[config.mk]
export PLATFORM = sky130hd
export DESIGN_NAME = config_int_add_acc_clkgate
export DESIGN_NICKNAME = d
export VERILOG_FILES = /design/src/rtl/config_int_add_acc_clkgate.sv
export SDC_FILE = /design/constraint.sdc
export NUM_CORES = 1
export LEC_CHECK = 0
export ABC_AREA = 0
export BUFFER_PORTS_ARGS = -buffer_cell sky130_fd_sc_hd__buf_4
export CORE_UTILIZATION = 60
export DETAILED_ROUTE_END_ITERATION = 10
export PLACE_DENSITY = 0.89
export SKIP_CTS_REPAIR_TIMING = 1
export SYNTH_ARGS = -nofsm -noshare
export SYNTH_HDL_FRONTEND = slang
export SYNTH_SLANG_ARGS = --single-unit
[constraint.sdc]
create_clock -name clk -period 6.9 [get_ports clk]
set_input_delay 0 -clock clk [delete_from_list [all_inputs] [get_ports clk]]
set_output_delay 0 -clock clk [all_outputs]
set_load 0.01 [all_outputs]
[src/rtl/config_int_add_acc_clkgate.sv]
// Approximate integer adder/accumulator with a run-time selectable number of gated LSBs and a 2-stage valid/ready pipeline.
// Define CONFIG_INT_ADD_SATURATE_EN to saturate c on signed overflow instead of wrapping.
module config_int_add_acc_clkgate #(
    parameter int DATA_PATH_BITWIDTH = 32,
    parameter int MAX_GATED_BITWIDTH = 16,
    localparam int GW = $clog2(MAX_GATED_BITWIDTH + 1)
) (
    input  logic                          clk,
    input  logic                          rst,
    input  logic                          cfg_we,
    input  logic [GW-1:0]                 cfg_gated_bits,
    input  logic                          cfg_mode,
    input  logic                          in_valid,
    output logic                          in_ready,
    input  logic                          acc_clr,
    input  logic [DATA_PATH_BITWIDTH-1:0] a,
    input  logic [DATA_PATH_BITWIDTH-1:0] b,
    output logic                          out_valid,
    input  logic                          out_ready,
    output logic [DATA_PATH_BITWIDTH-1:0] c,
    output logic                          c_ovf
);

    localparam int DW  = DATA_PATH_BITWIDTH;
    localparam int MSB = DW - 1;
    localparam logic [DW-1:0] ONES  = '1;
    localparam logic [GW-1:0] G_MAX = GW'(MAX_GATED_BITWIDTH);

    logic [GW-1:0] cfg_g_q;
    logic          cfg_mode_q;
    logic [GW-1:0] cfg_g_clamped;

    logic          s1_valid;
    logic          s1_mode;
    logic          s1_clr;
    logic [GW-1:0] s1_g;
    logic [DW-1:0] s1_a;
    logic [DW-1:0] s1_b;

    logic [DW-1:0] acc_q;

    logic          s2_advance;
    logic          accept;
    logic [DW-1:0] load_en;
    logic [DW-1:0] s2_mask;
    logic [DW-1:0] ma;
    logic [DW-1:0] mb;
    logic [DW-1:0] sum;
    logic [DW-1:0] op_x;
    logic [DW-1:0] op_y;
    logic [DW-1:0] res;
    logic [DW-1:0] c_next;
    logic          ovf;

    assign s2_advance    = !out_valid || out_ready;
    assign in_ready      = !rst && (!s1_valid || s2_advance);
    assign accept        = in_valid && in_ready;
    assign cfg_g_clamped = (cfg_gated_bits > G_MAX) ? G_MAX : cfg_gated_bits;
    // Per-bit load enable for the operand registers: the low g bits stay frozen like a gated clock.
    assign load_en       = ONES << cfg_g_q;

    always_comb begin
        s2_mask = ONES << s1_g;
        ma      = s1_a & s2_mask;
        mb      = s1_b & s2_mask;
        sum     = ma + mb;
        if (s1_mode) begin
            op_x = s1_clr ? '0 : acc_q;
            op_y = sum;
        end else begin
            op_x = ma;
            op_y = mb;
        end
        res = op_x + op_y;
        ovf = (op_x[MSB] == op_y[MSB]) && (res[MSB] != op_x[MSB]);
`ifdef CONFIG_INT_ADD_SATURATE_EN
        if (ovf) begin
            c_next = op_x[MSB] ? {1'b1, {(DW-1){1'b0}}} : {1'b0, {(DW-1){1'b1}}};
        end else begin
            c_next = res;
        end
`else
        c_next = res;
`endif
    end

    always_ff @(posedge clk) begin
        if (rst) begin
            cfg_g_q    <= '0;
            cfg_mode_q <= 1'b0;
            s1_valid   <= 1'b0;
            s1_mode    <= 1'b0;
            s1_clr     <= 1'b0;
            s1_g       <= '0;
            s1_a       <= '0;
            s1_b       <= '0;
            acc_q      <= '0;
            out_valid  <= 1'b0;
            c          <= '0;
            c_ovf      <= 1'b0;
        end else begin
            if (cfg_we) begin
                cfg_g_q    <= cfg_g_clamped;
                cfg_mode_q <= cfg_mode;
            end

            if (accept) begin
                s1_valid <= 1'b1;
                s1_mode  <= cfg_mode_q;
                s1_clr   <= acc_clr;
                s1_g     <= cfg_g_q;
                s1_a     <= (a & load_en) | (s1_a & ~load_en);
                s1_b     <= (b & load_en) | (s1_b & ~load_en);
            end else if (s2_advance) begin
                s1_valid <= 1'b0;
            end

            if (s1_valid && s2_advance) begin
                out_valid <= 1'b1;
                c         <= c_next;
                c_ovf     <= ovf;
                if (s1_mode) begin
                    acc_q <= c_next;
                end
            end else if (out_ready) begin
                out_valid <= 1'b0;
            end
        end
    end

endmodule
# Yosys cells after proc, flatten, opt, wreduce, memory -nomap -nowiden
# Cells that the tools add are included.
# totals
ram_bits	0
rom_bits	0
memories	0
out_inout_bits	35
in_bits	76
regBits	144
latch_bits	0
wordCells	48
# op_classes
addsub	2
shift	2
eq_ne	2
mux	8
order_cmp	1
div	0
n_reduce_logical	12
n_bitwise	9
mul	0
# ops
cell	n
$and 32x32->32	6
$mux 32	3
$add 32x32->32	2
$or 32x32->32	2
$shl 32x5->32 const A	2
$not 32->32	1
$gt 5x5->1 const B	1
$mux 5	1
$logic_and 1x1->1	4
$mux 1	4
$reduce_bool 2->1	2
$logic_not 1->1	3
$logic_or 1x1->1	2
$reduce_and 2->1	1
$eq 1x1->1	1
$ne 1x1->1	1

# Logic depth before layout (Yosys ltp)
# Gate-level depths: netlist of the first run.
# depth
depth_word	7
mapped_depth	28
mapped_depth_nobuf	27

# Worst setup path before layout of the first run
# OpenSTA, ideal clock, no wires.
# synth_path
path_kind	register to register
start	reg s1_g[1]
end	reg acc_q[31]
setup_ps	62
stages_incl_launch_ff	27
path_buffers	1
setup_slack_ps	1772
required_ps	6838
arrival_ps	5066
synth_period_minus_slack_ps	5128
cell_sequence	dfxtp_1 buf_2 nor2_1 inv_1 a21oi_1 and3_1 ha_1 a21o_1 a2111o_1 a31oi_2 o22ai_2 o221ai_1 nand2b_1 a21o_1 a31oi_1 xnor2_1 mux2_2 ha_1 or2_2 a21oi_1 nor2b_1 nand3_1 nor2_1 mux2i_1 o2111ai_1 a2111o_1 nand3_1
# synth_via
elab_chain_cells	5
word_cells_on_any_way	7
classes_between	add/sub: 2; shift: 1; mux: 2; bitwise: 2
# synth_rtl
item	line	rtl
start, declared	36	logic [GW-1:0] s1_g;
start signal, assigned	111	s1_g <= cfg_g_q;
$shl 32x5->32 *	63	s2_mask = ONES << s1_g;
$and 32x32->32 (on tied branches)	64, 65	
$add 32x32->32	66	sum = ma + mb;
$mux 32	67	if (s1_mode) begin
$add 32x32->32 *	74	res = op_x + op_y;
end signal, assigned	123	acc_q <= c_next;
end, declared	40	logic [DW-1:0] acc_q;
# Every way passes the cells marked *; elsewhere a longest branch is shown, timed or not.
# A chain may end at the register's enable or synchronous reset.

# Final worst setup path of the first run
# layout_path
start	reg s1_g[2]
end	reg acc_q[31]
# Same word-level chain as after synthesis.

==> metrics.txt, run 1 <==
# TYPE chip_impl_metric gauge
chip_impl_metric{name="gr-total-overflow",unit=""} 0
chip_impl_metric{name="insertedDiodeCount",unit=""} 0
chip_impl_metric{name="power.net_switching",unit="mW"} 0.6363
chip_impl_metric{name="drv.max_cap_violation_count",unit=""} 0
chip_impl_metric{name="netSwitchingFraction",unit="%"} 27.17
chip_impl_metric{name="mappedNetlistNets",unit=""} 1433
chip_impl_metric{name="tns",unit="ns"} 0
chip_impl_metric{name="synth-edff-count",unit=""} 0
chip_impl_metric{name="nets",unit=""} 1576
chip_impl_metric{name="io-pin-count",unit=""} 111
chip_impl_metric{name="synth-warning-count",unit=""} 0
chip_impl_metric{name="htree_levels",unit=""} 4
chip_impl_info{name="ys_dominant_reg_cell",value="dfxtp_1"} 1
chip_impl_metric{name="placement.io_buffers",unit=""} 110
chip_impl_metric{name="hpwlAfterDp",unit="um"} 20250
chip_impl_metric{name="wire_per_inst",unit="um"} 18.90
chip_impl_metric{name="postPlaceCellArea",unit="mm2"} 0.01078
chip_impl_info{name="critPathSlowestCell",value="dfxtp_1"} 1
chip_impl_metric{name="yosys.cell_types.count",unit=""} 68
chip_impl_info{name="critical_path_class",value="flop to flop"} 1
chip_impl_metric{name="rows",unit=""} 46
chip_impl_metric{name="synth-seq-cells",unit=""} 144
chip_impl_info{name="clockRootBuffer",value="clkbuf_16"} 1
chip_impl_metric{name="via_count",unit=""} 10590
chip_impl_metric{name="slowest_delay",unit="ns"} 0.49
chip_impl_info{name="outcome",value="complete, but fails checks"} 1
chip_impl_metric{name="synthXorXnorAreaFrac",unit="%"} 4.781
chip_impl_metric{name="critPathMaxFanout",unit=""} 16
chip_impl_metric{name="drtIter0Drc",unit=""} 1294
chip_impl_metric{name="wire_length_after_detailed_routing",unit="um"} 31490
chip_impl_info{name="failed_checks",value="negative hold slack"} 1
chip_impl_info{name="timing.critical_path.to_type",value="flop"} 1
chip_impl_metric{name="syn-instance-count",unit=""} 1294
chip_impl_metric{name="drtPass1Iterations",unit=""} 6
chip_impl_metric{name="r2r.worst_path.cells",unit=""} 27
chip_impl_metric{name="die_extent_in_x",unit="um"} 130.4
chip_impl_info{name="cts_tree",value="built"} 1
chip_impl_metric{name="timing.final.crit_period",unit="ns"} 6.050
chip_impl_metric{name="grt_max_degree",unit=""} 83
chip_impl_metric{name="die_y",unit="um"} 130.4
chip_impl_metric{name="drc",unit=""} 0
chip_impl_info{name="hold_path.class",value="input pin to flop"} 1
chip_impl_metric{name="hold_depth",unit=""} 4
chip_impl_metric{name="internal_power",unit="mW"} 1.705
chip_impl_metric{name="yosysSeqAreaShare",unit="%"} 29.14
chip_impl_metric{name="syn2layout_area_growth",unit="%"} 23.53
chip_impl_metric{name="power_leakage",unit="nW"} 5.474
chip_impl_metric{name="final_antenna_violating_net_count",unit=""} 0
chip_impl_metric{name="maxSlewHeadroom",unit="%"} 26.87
chip_impl_metric{name="gp_congestion",unit=""} 0.9667
chip_impl_metric{name="synthesis.area",unit="mm2"} 0.009892
chip_impl_metric{name="tritoncts_num_sinks",unit=""} 144
chip_impl_metric{name="total_clock_buffers_created_by_cts",unit=""} 17
chip_impl_metric{name="clk_pin_slew_worst_setup_hold_paths",unit="ns"} 0.06
chip_impl_metric{name="grt.total_usage",unit="%"} 33.98
chip_impl_metric{name="final_layout_size_suffix_gt1_share",unit="%"} 12.83
chip_impl_metric{name="muxShareOfSynthArea",unit="%"} 5.388
chip_impl_metric{name="insertion_delay",unit="ns"} 0.43
chip_impl_info{name="synth_top_family_by_area",value="simple AND/OR/NAND/NOR gates"} 1
chip_impl_metric{name="average_instance_area_after_synthesis",unit="um2"} 7.645
chip_impl_metric{name="initial_utilization",unit="%"} 61.82
chip_impl_metric{name="period_share",unit="%"} 87.69
chip_impl_metric{name="final.hold.worst_slack",unit="ns"} -0.02841
chip_impl_metric{name="worstPathArrival",unit="ns"} 6.41
chip_impl_metric{name="powerDensity",unit="mW/mm2"} 191.6
chip_impl_metric{name="total_power",unit="mW"} 2.342
chip_impl_metric{name="die-area",unit="mm2"} 0.01700
chip_impl_metric{name="hold_violations",unit=""} 1
chip_impl_metric{name="clock_path_buffers",unit=""} 2
chip_impl_metric{name="timing.final.setup_violations",unit=""} 0
chip_impl_metric{name="timing_worst_slew_pin_value",unit="ns"} 1.097
chip_impl_metric{name="vias_in_the_first_global_route",unit=""} 9478
chip_impl_metric{name="post_synth_fa_ha_maj_area_fraction",unit="%"} 8.323
chip_impl_metric{name="global_route_wire_length_before_repair",unit="um"} 45060
chip_impl_metric{name="synth_async_sr_flop_share",unit="%"} 0
chip_impl_metric{name="critical_path_required",unit="ns"} 7.26
chip_impl_metric{name="core_area",unit="mm2"} 0.01600
chip_impl_metric{name="synth_compound_gate_area_share",unit="%"} 24.18
chip_impl_metric{name="vias_per_cell",unit=""} 6.358
chip_impl_metric{name="clock.fmax",unit="MHz"} 165.3
chip_impl_metric{name="pwr-share-comb",unit="%"} 18.0
chip_impl_metric{name="synth_simple_gate_area_share",unit="%"} 24.27
chip_impl_metric{name="initial_antenna_violation_count",unit=""} 0
chip_impl_metric{name="final_max_slew_viol_count",unit=""} 0
chip_impl_info{name="rsz0062_at_grt",value="false"} 1
chip_impl_metric{name="pwr-share-clk",unit="%"} 43.8
chip_impl_metric{name="layout.cell_area.non_filler",unit="mm2"} 0.01222
chip_impl_metric{name="fin_worst_skew",unit="ns"} 0.01189
chip_impl_metric{name="seqPwrFrac",unit="%"} 38.2
chip_impl_info{name="cp-start-kind",value="flop"} 1
chip_impl_metric{name="peakVddDrop",unit="uV"} 170.6
==> power groups by stage <==
stage | Clock, mW | Sequential, mW | Combinational [mW]
2_1_floorplan | 0 | 0.899 | 0.258
3_3_place_gp | 0 | 0.909 | 0.357
3_5_place_dp | 0 | 0.910 | 0.364
4_1_cts | 1.03 | 0.892 | 0.368
5_1_grt | 1.07 | 0.897 | 0.457
6_report | 1.03 | 0.895 | 0.421
==> worst max-delay path: cells and delay by family (launching register included) <==
kind	cells	cell delay, ns
muxes	1	0.16
DFF	1	0.49
and+or+nand+nor	6	1.22
buffers and inverters	3	0.27
xor gates and xnor gates	1	0.14
adders and majority gates	4	1.19
AOI/OAI and AO/OA	12	2.53
==> synth_stat cells, types with 4 or more instances <==
library cell | number | area share (%)
buf_1 | 6 | 0.23
mux2_2 | 18 | 2.0
a211o_1 | 4 | 0.35
o21ai_1 | 17 | 0.86
and4_1 | 4 | 0.35
o211ai_1 | 4 | 0.30
nor3_1 | 16 | 0.81
nor2_1 | 96 | 3.6
a21o_1 | 38 | 2.9
ha_1 | 61 | 7.7
or2_2 | 4 | 0.25
o31ai_1 | 12 | 0.91
nand2b_1 | 7 | 0.44
mux2i_1 | 33 | 3.3
inv_1 | 24 | 0.91
nor3b_1 | 7 | 0.53
nand2_1 | 202 | 7.7
and3_1 | 14 | 0.89
nand4_1 | 5 | 0.32
a21oi_1 | 145 | 7.3
o21a_1 | 16 | 1.2
xor2_1 | 20 | 1.8
o21bai_1 | 11 | 0.83
a31o_2 | 4 | 0.35
a31oi_1 | 13 | 0.82
a2111o_1 | 4 | 0.46
a211oi_1 | 15 | 1.1
clkbuf_1 | 65 | 2.5
a22o_1 | 29 | 2.6
o21ai_0 | 32 | 1.6
xnor2_1 | 34 | 3.0
or3_1 | 8 | 0.51
nor2b_1 | 16 | 1.0
dfxtp_1 | 144 | 29
nand3_1 | 56 | 2.8
and2_1 | 45 | 2.8
nand3b_1 | 15 | 1.1
==> worst paths after layout <==
kind | from | endpoint | slack (ns)
min reg2reg | c[19]$_SDFFE_PP0P_ | c[19]$_SDFFE_PP0P_ | 0.46
min | cfg_we | cfg_g_q[0]$_SDFFE_PP0P_ | -0.03
max reg2reg | s1_g[2]$_SDFFE_PP0P_ | acc_q[31]$_SDFFE_PP0P_ | 0.85
max | s1_g[2]$_SDFFE_PP0P_ | acc_q[31]$_SDFFE_PP0P_ | 0.85
==> area by class of cell <==
| class | instances | area (um2) |
|---|---|---|
| timing repair buffer | 199 | 1692 |
| fill | 1129 | 3781 |
| clock inverter | 13 | 210.2 |
| multi-input combinational | 1050 | 6628 |
| inverter | 25 | 93.84 |
| tap | 216 | 270.3 |
| clock buffer | 19 | 442.9 |
| sequential | 144 | 2883 |
==> stage by stage <==
stage	util, %	std cells	worst slack (ns)	hold WS [ns]
after CTS	71.43	1587	1.054	-0.2550
after floorplan	-	1294	1.772	0.06096
final	76.37	1666	0.8496	-0.02841
after global routing	76.37	1666	0.4172	0.01771
after global placement	67.34	1555	1.230	0.1821
after detailed placement	67.34	1555	1.090	0.1904
==> cells by family after synthesis <==
kind of cell,Yosys count
AO/OA/AOI/OAI,371
XOR/XNOR,54
adder cells (fa/ha/maj),65
AND/OR/NAND/NOR,509
multiplexers,51
flip-flops,144
buffers and inverters,100
==> layer usage <==
metal | global-route usage, % | vias to the layer above | routed length [um]
met1 | 38.18 | 4816 | 11480
met4 | 19.07 | 0 | 2246
li1 | - | 4897 | -
met5 | 0 | - | 0
met2 | 59.86 | 659 | 15130
met3 | 7.248 | 220 | 2631
==> cells in the final DEF (no fill, tap or decap), drive strengths merged, types with 15 or more instances in the layout <==
cell / n
a211oi: 15
a21o: 38
a21oi: 146
a22o: 29
and2: 45
buf: 120
clkbuf: 19
dfxtp: 144
dlygate4sd3: 79
ha: 61
inv: 26
mux2: 18
mux2i: 33
nand2: 202
nand3: 56
nand3b: 15
nor2: 97
nor2b: 16
nor3: 16
o21a: 16
o21ai: 49
xnor2: 34
xor2: 20
Note: power is estimated with default switching activity, not from simulation.
==> run 2, diff against run 1 <==
--- a/config.mk
+++ b/config.mk
@@ -6,10 +6,12 @@
 export NUM_CORES = 1
 export LEC_CHECK = 0
 export ABC_AREA = 0
-export BUFFER_PORTS_ARGS = -buffer_cell sky130_fd_sc_hd__buf_4
-export CORE_UTILIZATION = 60
+export CELL_PAD_IN_SITES_DETAIL_PLACEMENT = 0
+export CELL_PAD_IN_SITES_GLOBAL_PLACEMENT = 1
+export CORE_UTILIZATION = 48
 export DETAILED_ROUTE_END_ITERATION = 10
-export PLACE_DENSITY = 0.89
+export DONT_BUFFER_PORTS = 1
+export PLACE_DENSITY_LB_ADDON = 0.1
 export SKIP_CTS_REPAIR_TIMING = 1
 export SYNTH_ARGS = -nofsm -noshare
 export SYNTH_HDL_FRONTEND = slang
==> metrics.txt, run 2 (synthesis results as in run 1) <==
# TYPE chip_impl_metric gauge
chip_impl_info{name="outcome",value="finished clean"} 1
chip_impl_metric{name="final_max_slew_viol_count",unit=""} 0
chip_impl_metric{name="critPathMaxFanout",unit=""} 16
chip_impl_metric{name="initial_antenna_violation_count",unit=""} 0
chip_impl_metric{name="gp_congestion",unit=""} 0.9277
chip_impl_metric{name="global_route_wire_length_before_repair",unit="um"} 45510
chip_impl_metric{name="tritoncts_num_sinks",unit=""} 144
chip_impl_metric{name="wire_length_after_detailed_routing",unit="um"} 29720
chip_impl_metric{name="die-area",unit="mm2"} 0.02119
chip_impl_info{name="crit_start",value="s1_g[2]$_SDFFE_PP0P_"} 1
chip_impl_info{name="critical_path.top_delay_family",value="compound AO/OA/AOI/OAI gates"} 1
chip_impl_info{name="cts_tree",value="built"} 1
chip_impl_info{name="cp-start-kind",value="flop"} 1
chip_impl_metric{name="hpwlAfterDp",unit="um"} 21430
chip_impl_info{name="rsz0062_at_grt",value="false"} 1
chip_impl_metric{name="final-instance-count-excl-fill",unit=""} 1613
chip_impl_metric{name="rows",unit=""} 52
chip_impl_metric{name="placement.io_buffers",unit=""} 0
chip_impl_metric{name="period_share",unit="%"} 88.38
chip_impl_metric{name="via_count",unit=""} 9222
chip_impl_info{name="hold_path.class",value="input pin to flop"} 1
chip_impl_metric{name="hold_depth",unit=""} 2
chip_impl_metric{name="timing.final.setup_violations",unit=""} 0
chip_impl_metric{name="vias_per_cell",unit=""} 5.717
chip_impl_metric{name="htree_levels",unit=""} 4
chip_impl_metric{name="wire_per_inst",unit="um"} 18.42
chip_impl_info{name="critical_path_class",value="flop to flop"} 1
chip_impl_metric{name="worstPathArrival",unit="ns"} 6.46
chip_impl_metric{name="total_clock_buffers_created_by_cts",unit=""} 17
chip_impl_metric{name="critical_path_buf_inv_count",unit=""} 3
chip_impl_metric{name="path_depth",unit=""} 27
chip_impl_metric{name="nets",unit=""} 1470
chip_impl_info{name="commonest_non_fill_non_tap_cells_in_the_layout",value="nand2_1 (202), a21oi_1 (145), dfxtp_1 (144)"} 1
chip_impl_metric{name="hold_violations",unit=""} 0
chip_impl_metric{name="final_antenna_violating_net_count",unit=""} 0
chip_impl_metric{name="timing_worst_slew_pin_value",unit="ns"} 0.8620
chip_impl_metric{name="power_leakage",unit="nW"} 4.905
chip_impl_metric{name="initial_utilization",unit="%"} 48.89
chip_impl_metric{name="grt.total_usage",unit="%"} 27.31
chip_impl_metric{name="dp_cells",unit=""} 1499
chip_impl_info{name="holdCritStartpoint",value="rst"} 1
chip_impl_metric{name="drv.max_cap_violation_count",unit=""} 0
chip_impl_info{name="crit-reg2reg-launch",value="s1_g[2]$_SDFFE_PP0P_"} 1
chip_impl_metric{name="io-pin-count",unit=""} 111
chip_impl_metric{name="fin_worst_skew",unit="ns"} 0.01003
chip_impl_metric{name="drtPass1Iterations",unit=""} 5
chip_impl_info{name="timing.critical_path.to_type",value="flop"} 1
chip_impl_metric{name="slowest_delay",unit="ns"} 0.48
chip_impl_metric{name="critical_path_required",unit="ns"} 7.26
chip_impl_metric{name="clock.fmax",unit="MHz"} 164.0
chip_impl_info{name="layout.cells.most_common",value="nand2_1"} 1
chip_impl_metric{name="core_area",unit="mm2"} 0.02023
chip_impl_metric{name="powerDensity",unit="mW/mm2"} 191.0
chip_impl_info{name="critPathSlowestCell",value="dfxtp_1"} 1
chip_impl_metric{name="syn2layout_area_growth",unit="%"} 15.75
chip_impl_metric{name="insertedDiodeCount",unit=""} 0
chip_impl_metric{name="r2r.worst_path.cells",unit=""} 27
chip_impl_metric{name="die_extent_in_x",unit="um"} 145.6
chip_impl_metric{name="clock_path_buffers",unit=""} 2
chip_impl_metric{name="drtIter0Drc",unit=""} 571
chip_impl_metric{name="peakVddDrop",unit="uV"} 149.7
chip_impl_metric{name="clk_pin_slew_worst_setup_hold_paths",unit="ns"} 0.07
chip_impl_metric{name="drc",unit=""} 0
chip_impl_metric{name="tns",unit="ns"} 0
chip_impl_metric{name="insertion_delay",unit="ns"} 0.42
chip_impl_metric{name="final_layout_size_suffix_gt1_share",unit="%"} 5.808
chip_impl_info{name="clockRootBuffer",value="clkbuf_16"} 1
chip_impl_metric{name="gr-total-overflow",unit=""} 0
chip_impl_metric{name="grt_max_degree",unit=""} 159
chip_impl_metric{name="timing.final.crit_period",unit="ns"} 6.098
chip_impl_metric{name="die_y",unit="um"} 145.6
chip_impl_metric{name="vias_in_the_first_global_route",unit=""} 8668
chip_impl_metric{name="layout.filler_cells",unit=""} 1958
chip_impl_metric{name="maxSlewHeadroom",unit="%"} 42.45
-- run 2: worst paths after layout --
| kind | end | slack, ns |
|---|---|---|
| setup reg to reg | acc_q[31]$_SDFFE_PP0P_ | 0.80 |
| setup / recovery | acc_q[31]$_SDFFE_PP0P_ | 0.80 |
| hold / removal | acc_q[29]$_SDFFE_PP0P_ | 0.01 |
| hold reg to reg | acc_q[4]$_SDFFE_PP0P_ | 0.45 |
-- run 2: cell type report --
| type | count | area [um2] | share of cell area, % |
|---|---|---|---|
| multi-input cells | 1050 | 6630 | 57.91 |
| flip-flops and latches | 144 | 2883 | 25.18 |
| repair buffers | 93 | 923.4 | 8.065 |
| clock buffers | 17 | 425.4 | 3.715 |
| well taps | 270 | 337.8 | 2.951 |
| clock inverters | 14 | 156.4 | 1.366 |
| inverters | 25 | 93.84 | 0.8196 |
-- run 2: power by group --
group / switching, mW / leakage (nW) / internal [mW]
logic: 0.206 / 3.46 / 0.155
registers: 0.0370 / 1.17 / 0.864
clock network: 0.389 / 0.273 / 0.536
-- run 2: metrics by stage --
stage / hold slack, ns / cell area [um2] / worst slack [ns] / utilization (%) / total power, mW
after floorplan: 0.06096 / 9892 / 1.772 / - / 1.157
after detailed placement: 0.08246 / 10020 / 0.9211 / 49.52 / 1.223
after global placement: 0.07983 / 10020 / 1.141 / 49.52 / 1.221
final: 0.01282 / 11450 / 0.8020 / 56.59 / 2.187
after global routing: 0.07186 / 11450 / 0.3705 / 56.59 / 2.275
after CTS: -0.3629 / 10600 / 0.8871 / 52.39 / 2.147
-- run 2: worst reg2reg max path: cells and delay by family, from the launching register on --
kind,cells,cell delay [ns]
buffers and inverters,3,0.26
AND/OR/NAND/NOR,6,1.32
AO/OA/AOI/OAI,12,2.52
XOR/XNOR,1,0.14
multiplexers,1,0.16
flip-flops,1,0.48
adder cells (fa/ha/maj),4,1.20
-- run 2: layer usage --
metal,vias to the layer above,track usage (%),wire (um)
li1,4679,-,-
met1,4313,32.45,12580
met2,198,49.83,15370
met3,32,4.201,1110
met4,0,9.263,660
met5,-,0,0
==> run 3, diff against run 2 <==
==> constraint.sdc (replaced) <==
create_clock -name clk -period 6.7 [get_ports clk]
set_input_delay 0 -clock clk [delete_from_list [all_inputs] [get_ports clk]]
set_output_delay 0 -clock clk [all_outputs]
set_load 0.01 [all_outputs]
==> metrics.txt, run 3 (synthesis results as in run 1) <==
# TYPE chip_impl_metric gauge
chip_impl_metric{name="hold_depth",unit=""} 3
chip_impl_metric{name="insertion_delay",unit="ns"} 0.43
chip_impl_metric{name="wire_length_after_detailed_routing",unit="um"} 30000
chip_impl_metric{name="maxSlewHeadroom",unit="%"} 41.51
chip_impl_metric{name="hpwlAfterDp",unit="um"} 21500
chip_impl_metric{name="powerDensity",unit="mW/mm2"} 204.5
chip_impl_metric{name="gr-total-overflow",unit=""} 0
chip_impl_metric{name="worstPathArrival",unit="ns"} 6.51
chip_impl_info{name="hold_path.class",value="input pin to flop"} 1
chip_impl_metric{name="drc",unit=""} 0
chip_impl_info{name="crit-reg2reg-launch",value="s1_g[2]$_SDFFE_PP0P_"} 1
chip_impl_metric{name="io-pin-count",unit=""} 111
chip_impl_metric{name="placement.io_buffers",unit=""} 0
chip_impl_metric{name="netSwitchingFraction",unit="%"} 28.23
chip_impl_info{name="commonest_non_fill_non_tap_cells_in_the_layout",value="nand2_1 (202), a21oi_1 (145), dfxtp_1 (144)"} 1
chip_impl_metric{name="power_leakage",unit="nW"} 4.940
chip_impl_metric{name="final_layout_size_suffix_gt1_share",unit="%"} 5.952
chip_impl_metric{name="power.net_switching",unit="mW"} 0.6641
chip_impl_metric{name="die-area",unit="mm2"} 0.02119
chip_impl_metric{name="timing.final.ws_setup",unit="ns"} 0.5602
chip_impl_info{name="timing.critical_path.to_type",value="flop"} 1
chip_impl_info{name="holdCritStartpoint",value="rst"} 1
chip_impl_metric{name="internal_power",unit="mW"} 1.689
chip_impl_metric{name="gp_congestion",unit=""} 0.9296
chip_impl_metric{name="timing_worst_slew_pin_value",unit="ns"} 0.8762
chip_impl_metric{name="timing.final.crit_period",unit="ns"} 6.140
chip_impl_metric{name="r2r.worst_path.cells",unit=""} 27
chip_impl_metric{name="clock.fmax",unit="MHz"} 162.9
chip_impl_metric{name="grt_max_degree",unit=""} 159
chip_impl_info{name="critical_path_class",value="flop to flop"} 1
chip_impl_info{name="critical_path.top_delay_family",value="compound AO/OA/AOI/OAI gates"} 1
chip_impl_metric{name="total_clock_buffers_created_by_cts",unit=""} 17
chip_impl_metric{name="die_y",unit="um"} 145.6
chip_impl_metric{name="nets",unit=""} 1470
chip_impl_metric{name="vias_per_cell",unit=""} 5.780
chip_impl_metric{name="drv.max_cap_violation_count",unit=""} 0
chip_impl_info{name="rsz0062_at_grt",value="false"} 1
chip_impl_metric{name="clock_path_buffers",unit=""} 2
chip_impl_metric{name="final_antenna_violating_net_count",unit=""} 0
chip_impl_metric{name="via_count",unit=""} 9329
chip_impl_info{name="layout.cells.most_common",value="nand2_1"} 1
chip_impl_metric{name="htree_levels",unit=""} 4
chip_impl_metric{name="critical_path_required",unit="ns"} 7.07
chip_impl_metric{name="slowest_delay",unit="ns"} 0.48
chip_impl_info{name="cp-endpoint",value="acc_q[31]$_SDFFE_PP0P_"} 1
chip_impl_metric{name="period_share",unit="%"} 91.64
chip_impl_info{name="cts_tree",value="built"} 1
chip_impl_metric{name="global_route_wire_length_before_repair",unit="um"} 45990
chip_impl_metric{name="finalCoreUtilization",unit="%"} 56.87
chip_impl_metric{name="fin_worst_skew",unit="ns"} 0.01047
chip_impl_metric{name="layout.cell_area.non_filler",unit="mm2"} 0.01151
chip_impl_metric{name="seqPwrFrac",unit="%"} 39.4
chip_impl_metric{name="pwr-share-clk",unit="%"} 44.8
chip_impl_metric{name="pwr-share-comb",unit="%"} 15.8
chip_impl_info{name="critPathSlowestCell",value="fa_1"} 1
chip_impl_metric{name="tritoncts_num_sinks",unit=""} 144
chip_impl_metric{name="post-place-ws",unit="ns"} 0.7398
chip_impl_metric{name="timing.final.setup_violations",unit=""} 0
chip_impl_metric{name="die_extent_in_x",unit="um"} 145.6
chip_impl_metric{name="drtIter0Drc",unit=""} 653
chip_impl_metric{name="path_depth",unit=""} 27
chip_impl_metric{name="wire_per_inst",unit="um"} 18.59
chip_impl_metric{name="tns",unit="ns"} 0
chip_impl_metric{name="initial_utilization",unit="%"} 48.89
chip_impl_metric{name="critPathMaxFanout",unit=""} 16
chip_impl_metric{name="timing.reg2reg.setup_slack",unit="ns"} 0.56
chip_impl_metric{name="core_area",unit="mm2"} 0.02023
chip_impl_metric{name="peakVddDrop",unit="uV"} 165.8
chip_impl_metric{name="drtPass1Iterations",unit=""} 5
chip_impl_metric{name="initial_antenna_violation_count",unit=""} 0
chip_impl_metric{name="vias_in_the_first_global_route",unit=""} 8754
chip_impl_metric{name="final_max_slew_viol_count",unit=""} 0
chip_impl_metric{name="hold_violations",unit=""} 0
chip_impl_info{name="cp-start-kind",value="flop"} 1
chip_impl_metric{name="grt.total_usage",unit="%"} 27.65
chip_impl_info{name="outcome",value="finished clean"} 1
chip_impl_info{name="clockRootBuffer",value="clkbuf_16"} 1
chip_impl_metric{name="critical_path_buf_inv_count",unit=""} 3
chip_impl_info{name="crit_start",value="s1_g[2]$_SDFFE_PP0P_"} 1
chip_impl_metric{name="clk_pin_slew_worst_setup_hold_paths",unit="ns"} 0.07
chip_impl_metric{name="postPlaceCellArea",unit="mm2"} 0.01003
chip_impl_metric{name="syn2layout_area_growth",unit="%"} 16.33
chip_impl_metric{name="insertedDiodeCount",unit=""} 0
chip_impl_metric{name="rows",unit=""} 52
chip_impl_info{name="worst_r2r_endpoint",value="acc_q[31]$_SDFFE_PP0P_"} 1
chip_impl_metric{name="total_power",unit="mW"} 2.353
==> run 3: layer usage <==
| metal | up-vias | share of wire, % | global-route usage, % |
|---|---|---|---|
| met1 | 4373 | 41 | 33.33 |
| met4 | 0 | 2.3 | 9.263 |
| met3 | 44 | 3.9 | 3.981 |
| met2 | 227 | 52 | 50.14 |
| met5 | - | 0 | 0 |
| li1 | 4685 | - | - |
==> run 3: power groups by stage <==
stage	logic (mW)	clock network, mW	registers (mW)
5_1_grt	0.410	1.10	0.931
4_1_cts	0.315	1.07	0.927
6_report	0.371	1.05	0.928
2_1_floorplan	0.266	0	0.926
3_3_place_gp	0.311	0	0.946
3_5_place_dp	0.313	0	0.946
==> run 3: through the flow <==
stage,instances,hold slack (ns)
5_1_grt,1614,0.01771
6_report,1614,0.001750
2_1_floorplan,1294,0.06096
3_5_place_dp,1500,0.08187
4_1_cts,1532,-0.3685
3_3_place_gp,1500,0.07966
==> run 3: cell type report <==
type	count	area, um2
tap	270	337.8
timing repair buffer	93	920.9
clock inverter	14	202.7
multi-input combinational	1050	6630
inverter	25	93.84
sequential	144	2883
clock buffer	18	439.2
fill	1954	8727
==> run 3: worst min-delay path, delay by kind of cell <==
family	cells	cell delay (ns)
and+or+nand+nor	2	0.27
AOI/OAI and AO/OA	1	0.13
==> run 3: worst min path at each step <==
stage                             end  slack [ns]
3_3_place_gp   acc_q[28]$_SDFFE_PP0P_        0.08
4_1_cts        acc_q[28]$_SDFFE_PP0P_       -0.37
6_report       acc_q[24]$_SDFFE_PP0P_       0.002
3_5_place_dp       c[28]$_SDFFE_PP0P_        0.08
5_1_grt        acc_q[24]$_SDFFE_PP0P_        0.02
2_1_floorplan                in_ready        0.06
